===== config.mk =====
export PLATFORM = sky130hd
export DESIGN_NAME = dtc_vote_window
export DESIGN_NICKNAME = d
export VERILOG_FILES = /design/src/rtl/dtc_pkg.sv /design/src/rtl/dtc_vote_counter.sv /design/src/rtl/dtc_vote_window.sv
export SDC_FILE = /design/constraint.sdc
export NUM_CORES = 1
export LEC_CHECK = 0
export CELL_PAD_IN_SITES_DETAIL_PLACEMENT = 0
export CELL_PAD_IN_SITES_GLOBAL_PLACEMENT = 1
export CORE_ASPECT_RATIO = 0.75
export CORE_MARGIN = 2
export CORE_UTILIZATION = 44
export CTS_BUF_LIST = sky130_fd_sc_hd__clkbuf_16
export DETAILED_ROUTE_END_ITERATION = 6
export PLACE_DENSITY_LB_ADDON = 0.12
export SLEW_MARGIN = 0
export SYNTH_ARGS = -nofsm -noshare
export SYNTH_HDL_FRONTEND = slang
export SYNTH_SLANG_ARGS = --single-unit

===== constraint.sdc =====
create_clock -name clk -period 3.59 [get_ports clk]
set_input_delay 0.5385 -clock clk [delete_from_list [all_inputs] [get_ports clk]]
set_output_delay 0.5385 -clock clk [all_outputs]
set_load 0.01 [all_outputs]

===== src/rtl/dtc_pkg.sv =====
// Shared types for the decision-tree majority-vote stage.
package dtc_pkg;

  localparam int unsigned N_CLASS = 4;
  localparam int unsigned CLASS_W = 2;

  typedef logic [CLASS_W-1:0] class_t;

  typedef enum logic [1:0] {
    ACCUM  = 2'd0,
    ARGMAX = 2'd1,
    HOLD   = 2'd2
  } vote_state_t;

endpackage


===== src/rtl/dtc_vote_counter.sv =====
// Per-class vote counter with synchronous clear; saturates at WINDOW.
module dtc_vote_counter #(
  parameter int unsigned WINDOW = 16,
  parameter int unsigned CNT_W  = $clog2(WINDOW + 1)
) (
  input  logic             clk,
  input  logic             rst,
  input  logic             inc,
  input  logic             clr,
  output logic [CNT_W-1:0] count
);

  logic [CNT_W-1:0] count_q;
  logic [CNT_W-1:0] count_d;

  always_comb begin
    count_d = count_q;
    if (clr) begin
      count_d = '0;
    end else if (inc && (count_q != CNT_W'(WINDOW))) begin
      count_d = count_q + CNT_W'(1);
    end
  end

  always_ff @(posedge clk or posedge rst) begin
    if (rst) begin
      count_q <= '0;
    end else begin
      count_q <= count_d;
    end
  end

  assign count = count_q;

endmodule


===== src/rtl/dtc_vote_window.sv =====
// Windowed majority vote over classifier predictions: accumulate, sequential argmax, hold result.
module dtc_vote_window
  import dtc_pkg::*;
#(
  parameter int unsigned WINDOW = 16,
  parameter int unsigned CNT_W  = $clog2(WINDOW + 1)
) (
  input  logic             clk,
  input  logic             rst,
  input  logic             in_valid,
  output logic             in_ready,
  input  logic [1:0]       in_class,
  input  logic             flush,
  output logic             out_valid,
  input  logic             out_ready,
  output logic [1:0]       out_class,
  output logic [CNT_W-1:0] out_count,
  output logic             out_tie,
  output logic [CNT_W-1:0] out_samples
);

  vote_state_t      state_q, state_d;
  logic [CNT_W-1:0] samples_q, samples_d;
  logic [1:0]       idx_q, idx_d;
  logic [CNT_W-1:0] best_q, best_d;
  class_t           best_idx_q, best_idx_d;
  logic             tie_q, tie_d;
  logic             in_ready_q, in_ready_d;
  logic             out_valid_q, out_valid_d;
  class_t           out_class_q, out_class_d;
  logic [CNT_W-1:0] out_count_q, out_count_d;
  logic             out_tie_q, out_tie_d;
  logic [CNT_W-1:0] out_samples_q, out_samples_d;

  logic             accept;
  logic             done;
  logic [CNT_W-1:0] samples_nxt;
  logic [CNT_W-1:0] cur_vote;
  logic [CNT_W-1:0] votes [N_CLASS];

  assign accept      = in_valid & in_ready_q;
  assign done        = out_valid_q & out_ready;
  assign samples_nxt = samples_q + CNT_W'(accept);
  assign cur_vote    = votes[idx_q];

  for (genvar g = 0; g < N_CLASS; g++) begin : g_vote
    dtc_vote_counter #(
      .WINDOW (WINDOW),
      .CNT_W  (CNT_W)
    ) u_cnt (
      .clk   (clk),
      .rst   (rst),
      .inc   (accept && (in_class == class_t'(g))),
      .clr   (done),
      .count (votes[g])
    );
  end

  always_comb begin
    state_d       = state_q;
    samples_d     = samples_q;
    idx_d         = idx_q;
    best_d        = best_q;
    best_idx_d    = best_idx_q;
    tie_d         = tie_q;
    out_class_d   = out_class_q;
    out_count_d   = out_count_q;
    out_tie_d     = out_tie_q;
    out_samples_d = out_samples_q;

    case (state_q)
      ACCUM: begin
        samples_d = samples_nxt;
        // A coincident accept is counted before flush closes the window.
        if ((accept && (samples_nxt == CNT_W'(WINDOW))) ||
            (flush && (samples_nxt != '0))) begin
          state_d = ARGMAX;
          idx_d   = 2'd0;
        end
      end
      ARGMAX: begin
        idx_d = idx_q + 2'd1;
        if (idx_q == 2'd0) begin
          best_d     = cur_vote;
          best_idx_d = 2'd0;
          tie_d      = 1'b0;
        end else if (cur_vote > best_q) begin
          best_d     = cur_vote;
          best_idx_d = class_t'(idx_q);
          tie_d      = 1'b0;
        end else if (cur_vote == best_q) begin
          tie_d = 1'b1;
        end
        if (idx_q == 2'd3) begin
          state_d       = HOLD;
          out_class_d   = best_idx_d;
          out_count_d   = best_d;
          out_tie_d     = tie_d;
          out_samples_d = samples_q;
        end
      end
      HOLD: begin
        if (out_ready) begin
          state_d    = ACCUM;
          samples_d  = '0;
          best_d     = '0;
          best_idx_d = '0;
          tie_d      = 1'b0;
        end
      end
      default: begin
        state_d = ACCUM;
      end
    endcase

    in_ready_d  = (state_d == ACCUM);
    out_valid_d = (state_d == HOLD);
  end

  always_ff @(posedge clk or posedge rst) begin
    if (rst) begin
      state_q       <= ACCUM;
      samples_q     <= '0;
      idx_q         <= 2'd0;
      best_q        <= '0;
      best_idx_q    <= '0;
      tie_q         <= 1'b0;
      in_ready_q    <= 1'b1;
      out_valid_q   <= 1'b0;
      out_class_q   <= '0;
      out_count_q   <= '0;
      out_tie_q     <= 1'b0;
      out_samples_q <= '0;
    end else begin
      state_q       <= state_d;
      samples_q     <= samples_d;
      idx_q         <= idx_d;
      best_q        <= best_d;
      best_idx_q    <= best_idx_d;
      tie_q         <= tie_d;
      in_ready_q    <= in_ready_d;
      out_valid_q   <= out_valid_d;
      out_class_q   <= out_class_d;
      out_count_q   <= out_count_d;
      out_tie_q     <= out_tie_d;
      out_samples_q <= out_samples_d;
    end
  end

  assign in_ready    = in_ready_q;
  assign out_valid   = out_valid_q;
  assign out_class   = out_class_q;
  assign out_count   = out_count_q;
  assign out_tie     = out_tie_q;
  assign out_samples = out_samples_q;

endmodule


==> results.yml, run 1 <==
clocking:
  clkSlewWorstSetupHoldPaths_ns: 0.07
  cts_buffer_depth: 2
  cts-root-buf: "clkbuf_16"
  post_cts_buffers: 0
  h-tree-depth: 2
  clkSinkCount: 52
  clkLatencyLatePin_ns: 0.29
  holdBufCountCts: 0
  cts_tree: "built"
  cts_resized: 0
  cts_made_buffers: 5
cells_and_area:
  design_area_mm2: 0.00328
  finalNonFillerCells: 356
  drive_gt1_share_pct: 11.6
  fin_nets: 298
  area_growth_pct: 14.4
  num_antenna_cells: 0
yosys:
  synth_xor_area_share_pct: 5.50
  synth_edf_count: 0
  avgSynthCellArea_um2: 11.2
  netlist_instances: 255
  synth_top_flop_cell: "dfrtp_1"
  async_reset_ff_share_pct: 100
  yosys_register_bits: 52
  yosysTopAreaCellShare_pct: 44.5
  synth_area_leader_cell: "dfrtp_1"
  yosys-top-cells-count: "dfrtp_1 (51), nor2_1 (28), ha_1 (17), inv_1 (17), nand2_1 (15)"
  synth-compound-area-share_pct: 13.6
  synth_top_family_by_area: "simple AND/OR/NAND/NOR gates"
  syn-num-nets: 279
  synth.distinct_cells: 52
  ys_top_cells_by_area: "dfrtp_1 (45%), ha_1 (7.4%), xor2_1 (4.0%), mux4_2 (3.9%), nor2_1 (3.7%)"
  synthAdderAreaFrac_pct: 7.42
  syn-cell-area_mm2: 0.00287
  synthSimpleGateAreaFrac_pct: 15.8
  synth.most_common_cell: "dfrtp_1"
  seq_area_frac_synth_pct: 45.4
  ys_warn_count: 0
  synthMuxAreaShare_pct: 7.98
global_route:
  grt_pass1_wl_um: 9830
  grt_max_degree: 28
  track_usage_pct: 17.7
  antenna_found_initial: 0
  grt_pass1_vias: 1907
  grt_overflow: 0
pwr:
  power_frac_comb_pct: 43.8
  p_leak_nw: 1.46
  p_sw_mw: 1.01
  max-vdd-ir-drop_uv: 368
  power_frac_seq_pct: 38.0
  swShare_pct: 40.2
  p_int_mw: 1.50
  p_per_area_mw_per_mm2: 767
  p_clk_share_pct: 18.2
routing:
  antenna_left: 0
  initialDrtViolationCount: 134
  routed_wl_um: 5920
  num_vias: 1939
  first_pass_iters: 4
  wire_per_inst_um: 16.6
  routed_via_density: 5.45
  drc: 0
die:
  io_pins: 22
  rows: 25
  die_h_um: 73.9
  core-area_mm2: 0.00632
  design.die.area_mm2: 0.00719
  start_util_pct: 45.4
  die_w_um: 97.2
setup_path:
  end_kind: "flip-flop"
  critPathArrivalTime_ns: 3.15
  startpoint_type: "flip-flop"
  cp_data_required_time_ns: 3.77
  critical_path_class: "reg2reg"
  path_max_fanout: 11
sta:
  setup_ws_ns: 0.615
  fin_setup_tns_ns: 0
  rsz0062_at_grt: "false"
  finalSetupViolations: 0
  hold_slack_ns: 0.477
  hold_viol_final: 0
  tightestPinTransition_ns: 0.807
  max_freq_ghz: 0.336
  period_share_pct: 82.9
  finClkSkew_ns: 0.00511
  layout_min_cycle_time_ns: 2.98
  slew_headroom_pct: 45.4
  drv_slew: 0
placement:
  gp_congestion: 0.779
  port_buffers: 21
  dpl_worst_slack_ns: 0.617
  placed_area_mm2: 0.00314
  place_inst: 348
  hpwl_um: 4240
run:
  maxCapViolations: 0
hold_path:
  hold_class: "reg2reg"
outcome:
  status: "finished clean"
==> logic make-up (layout without fill, tap and decap cells) <==
family,Yosys count,count (layout)
xor+xnor,18,18
mux,16,16
fa+ha+maj,17,17
simple gates,77,77
buf+inv,29,49
flops,52,52
compound gates,46,46
==> worst max-delay path, cell delays in order, from the launching register on <==
cell and delay, ns:
dfrtp_1 0.59, mux4_2 0.60, ha_1 0.31, and3_1 0.20, and3_1 0.21, a21oi_2 0.47
o31ai_2 0.23, a32o_1 0.26
==> placed cells by master, fill, tap and decap left out, drive strengths merged, types with 7 or more instances in the layout <==
cell | Yosys | layout
clkdlybuf4s50 | 0 | 21
o21ai | 7 | 7
ha | 17 | 17
nand2 | 15 | 15
nor2 | 28 | 28
inv | 17 | 19
dfrtp | 51 | 51
xor2 | 13 | 13
nand4 | 8 | 8
==> path summary, 6_finish.rpt <==
check	start	to	slack (ns)	cells after the start
max in group asynchronous	rst	g_vote[0].u_cnt.count[0]	2.20	3
setup reg to reg	idx_q[0]	best_q[1]	0.61	7
min in group asynchronous	rst	g_vote[2].u_cnt.count[3]	0.62	2
hold / removal	out_class[1]	out_class[1]	0.48	2
setup / recovery	idx_q[0]	best_q[1]	0.61	7
hold reg to reg	out_class[1]	out_class[1]	0.48	2
==> area by class of cell <==
cell class	count	area, um2
Clock buffer	5	125
Multi-Input combinational cell	174	1440
Timing Repair Buffer	24	233
Fill cell	593	3040
Sequential cell	52	1300
Clock inverter	3	12.5
Tap cell	81	101
Inverter	17	63.8
==> power by group through the flow <==
stage / Sequential (mW) / Clock (mW) / Combinational, mW
global route: 0.987 / 0.498 / 1.22
floorplan: 0.879 / 0 / 0.895
detailed placement: 0.966 / 0 / 1.11
finish: 0.957 / 0.458 / 1.10
CTS: 0.956 / 0.473 / 1.11
global placement: 0.967 / 0 / 1.10
==> through the flow <==
| stage | total power [mW] | utilization, % |
|---|---|---|
| after floorplan | 1.77 | - |
| after global placement | 2.07 | 49.7 |
| after detailed placement | 2.07 | 49.7 |
| after CTS | 2.54 | 51.9 |
| after global routing | 2.71 | 51.9 |
| final | 2.52 | 51.9 |
==> registers in the layout, indices dropped and copies added (netlist names) <==
signal              flops
out_tie                 1
out_class               2
best_idx_q              2
idx_q                   2
in_ready                1
tie_q                   1
out_valid               1
out_samples             5
out_count               5
best_q                  5
samples_q               5
state_q                 2
g_vote.u_cnt.count     20
==> layer usage <==
layer	track usage, %	wire length (um)	part of all wire, %	vias up
met2	25.6	2440	41	31
li1	-	-	-	955
met4	5.09	58	0.98	0
met3	3.43	169	2.9	5
met5	0	0	0	-
met1	27.2	3250	55	948
Note: power is estimated with default switching activity, not from simulation.
==> inputs of run 2 (changes only) <==
CORE_UTILIZATION = 42   (was 44)
clock period = 2.7 ns   (was 3.59 ns; I/O delays follow)
==> run 2 against run 1 <==
Worst hold slack got worse by 0.025 ns. Critical endpoint is now best_q[3]. Critical path depth rose by 1. Largest power group unchanged. Via count rose by 2.7%.
==> results.yml, run 2 (synthesis gave the netlist of run 1 again) <==
cells_and_area:
  final_cell_mix: "dfrtp_1 (50), nor2_1 (28), clkdlybuf4s50_1 (21), ha_1 (17)"
  mostFrequentLayoutCell: "dfrtp_1"
  fin_nets: 312
  design_area_mm2: 0.00344
  area_growth_pct: 20.1
  drive_gt1_share_pct: 17.0
  largest_reg_flops: 20
  num_antenna_cells: 0
  fillers: 609
  finalNonFillerCells: 373
  utilization_pct: 51.4
placement:
  hpwl_um: 4390
  place_inst: 363
  port_buffers: 21
  dpl_worst_slack_ns: 0.0367
  gp_congestion: 0.755
  placed_area_mm2: 0.00325
clocking:
  clkLatencyLatePin_ns: 0.29
  cts_tree: "built"
  holdBufCountCts: 0
  cts_made_buffers: 5
  cts_buffer_depth: 2
  clkSinkCount: 52
  h-tree-depth: 2
  clkSlewWorstSetupHoldPaths_ns: 0.07
  cts-root-buf: "clkbuf_16"
sta:
  tightestPinTransition_ns: 0.572
  slew_headroom_pct: 61.3
  drv_slew: 0
  hold_slack_ns: 0.452
  setup_ws_ns: 0.0979
  fin_setup_tns_ns: 0
  layout_min_cycle_time_ns: 2.60
  period_share_pct: 96.4
  finClkSkew_ns: 0.00414
  hold_viol_final: 0
  finalSetupViolations: 0
  max_freq_ghz: 0.384
setup_path:
  critical_path_class: "reg2reg"
  critical_path.top_delay_family: "simple AND/OR/NAND/NOR gates"
  cpMaxStageDelayCell: "mux4_2"
  cp.buffers_inverters: 1
  critical_path.most_common_cell: "and3_1"
  critPathArrivalTime_ns: 2.78
  path_cells: "mux4_2 > ha_1 > and3_1 > and3_1 > a21oi_4 > buf_4 > or2_4 > a32o_1"
  slowest_delay_ns: 0.56
  path_max_fanout: 6
  end_kind: "flip-flop"
  r2r_setup_slack_ns: 0.1
  cp_data_required_time_ns: 2.88
  startpoint_type: "flip-flop"
die:
  die_w_um: 99.4
  io_pins: 22
  design.die.area_mm2: 0.00751
  start_util_pct: 42.8
  core-area_mm2: 0.00670
  die_h_um: 75.6
  rows: 26
routing:
  routed_wl_um: 5930
  num_vias: 1992
  first_pass_iters: 4
  antenna_left: 0
  routed_via_density: 5.34
  initialDrtViolationCount: 80
  wire_per_inst_um: 15.9
  drc: 0
hold_path:
  hold_class: "in2async"
pwr:
  p_leak_nw: 1.55
  max-vdd-ir-drop_uv: 505
  p_total_mw: 3.72
  p_per_area_mw_per_mm2: 1080
global_route:
  grt_overflow: 0
  grt_pass1_vias: 1900
  grt_max_degree: 32
  track_usage_pct: 17.4
  antenna_found_initial: 0
  grt_pass1_wl_um: 9930
run:
  maxCapViolations: 0
outcome:
  status: "finished clean"
[run 2: layout make-up]
cell class	instances	area (um2)	area share, %
timing repair buffer	38	350	10.2
clock inverter	3	37.5	1.09
sequential	52	1300	37.9
clock buffer	5	125	3.63
tap	84	105	3.05
inverter	17	63.8	1.85
multi-input combinational	174	1460	42.3
[run 2: routing by layer]
| layer | GRT usage [%] | vias up | share of wire (%) |
|---|---|---|---|
| met3 | 3.67 | 5 | 2.3 |
| met4 | 4.57 | 0 | 1.0 |
| met5 | 0 | - | 0 |
| met1 | 25.8 | 977 | 53 |
| met2 | 26.1 | 24 | 44 |
| li1 | - | 986 | - |
[run 2: power breakdown]
part	leakage (nW)	internal (mW)	switching, mW
combinational	0.788	0.885	0.866
sequential	0.679	0.990	0.261
clock	0.0789	0.432	0.285
[run 2: worst paths after layout]
| kind | from | end | cells after the start |
|---|---|---|---|
| worst min register to register | out_class[1] | out_class[1] | 2 |
| worst max-delay path | idx_q[0] | best_q[3] | 8 |
| max in group asynchronous | rst | in_ready | 3 |
| min in group clk | out_class[1] | out_class[1] | 2 |
| worst max register to register | idx_q[0] | best_q[3] | 8 |
| worst min-delay path | rst | g_vote[2].u_cnt.count[1] | 2 |
[run 2: repair_timing]
action                     4_1_cts  5_1_grt
gates resized for setup          0        4
setup buffers                    0        2
setup endpoints to repair        0       13
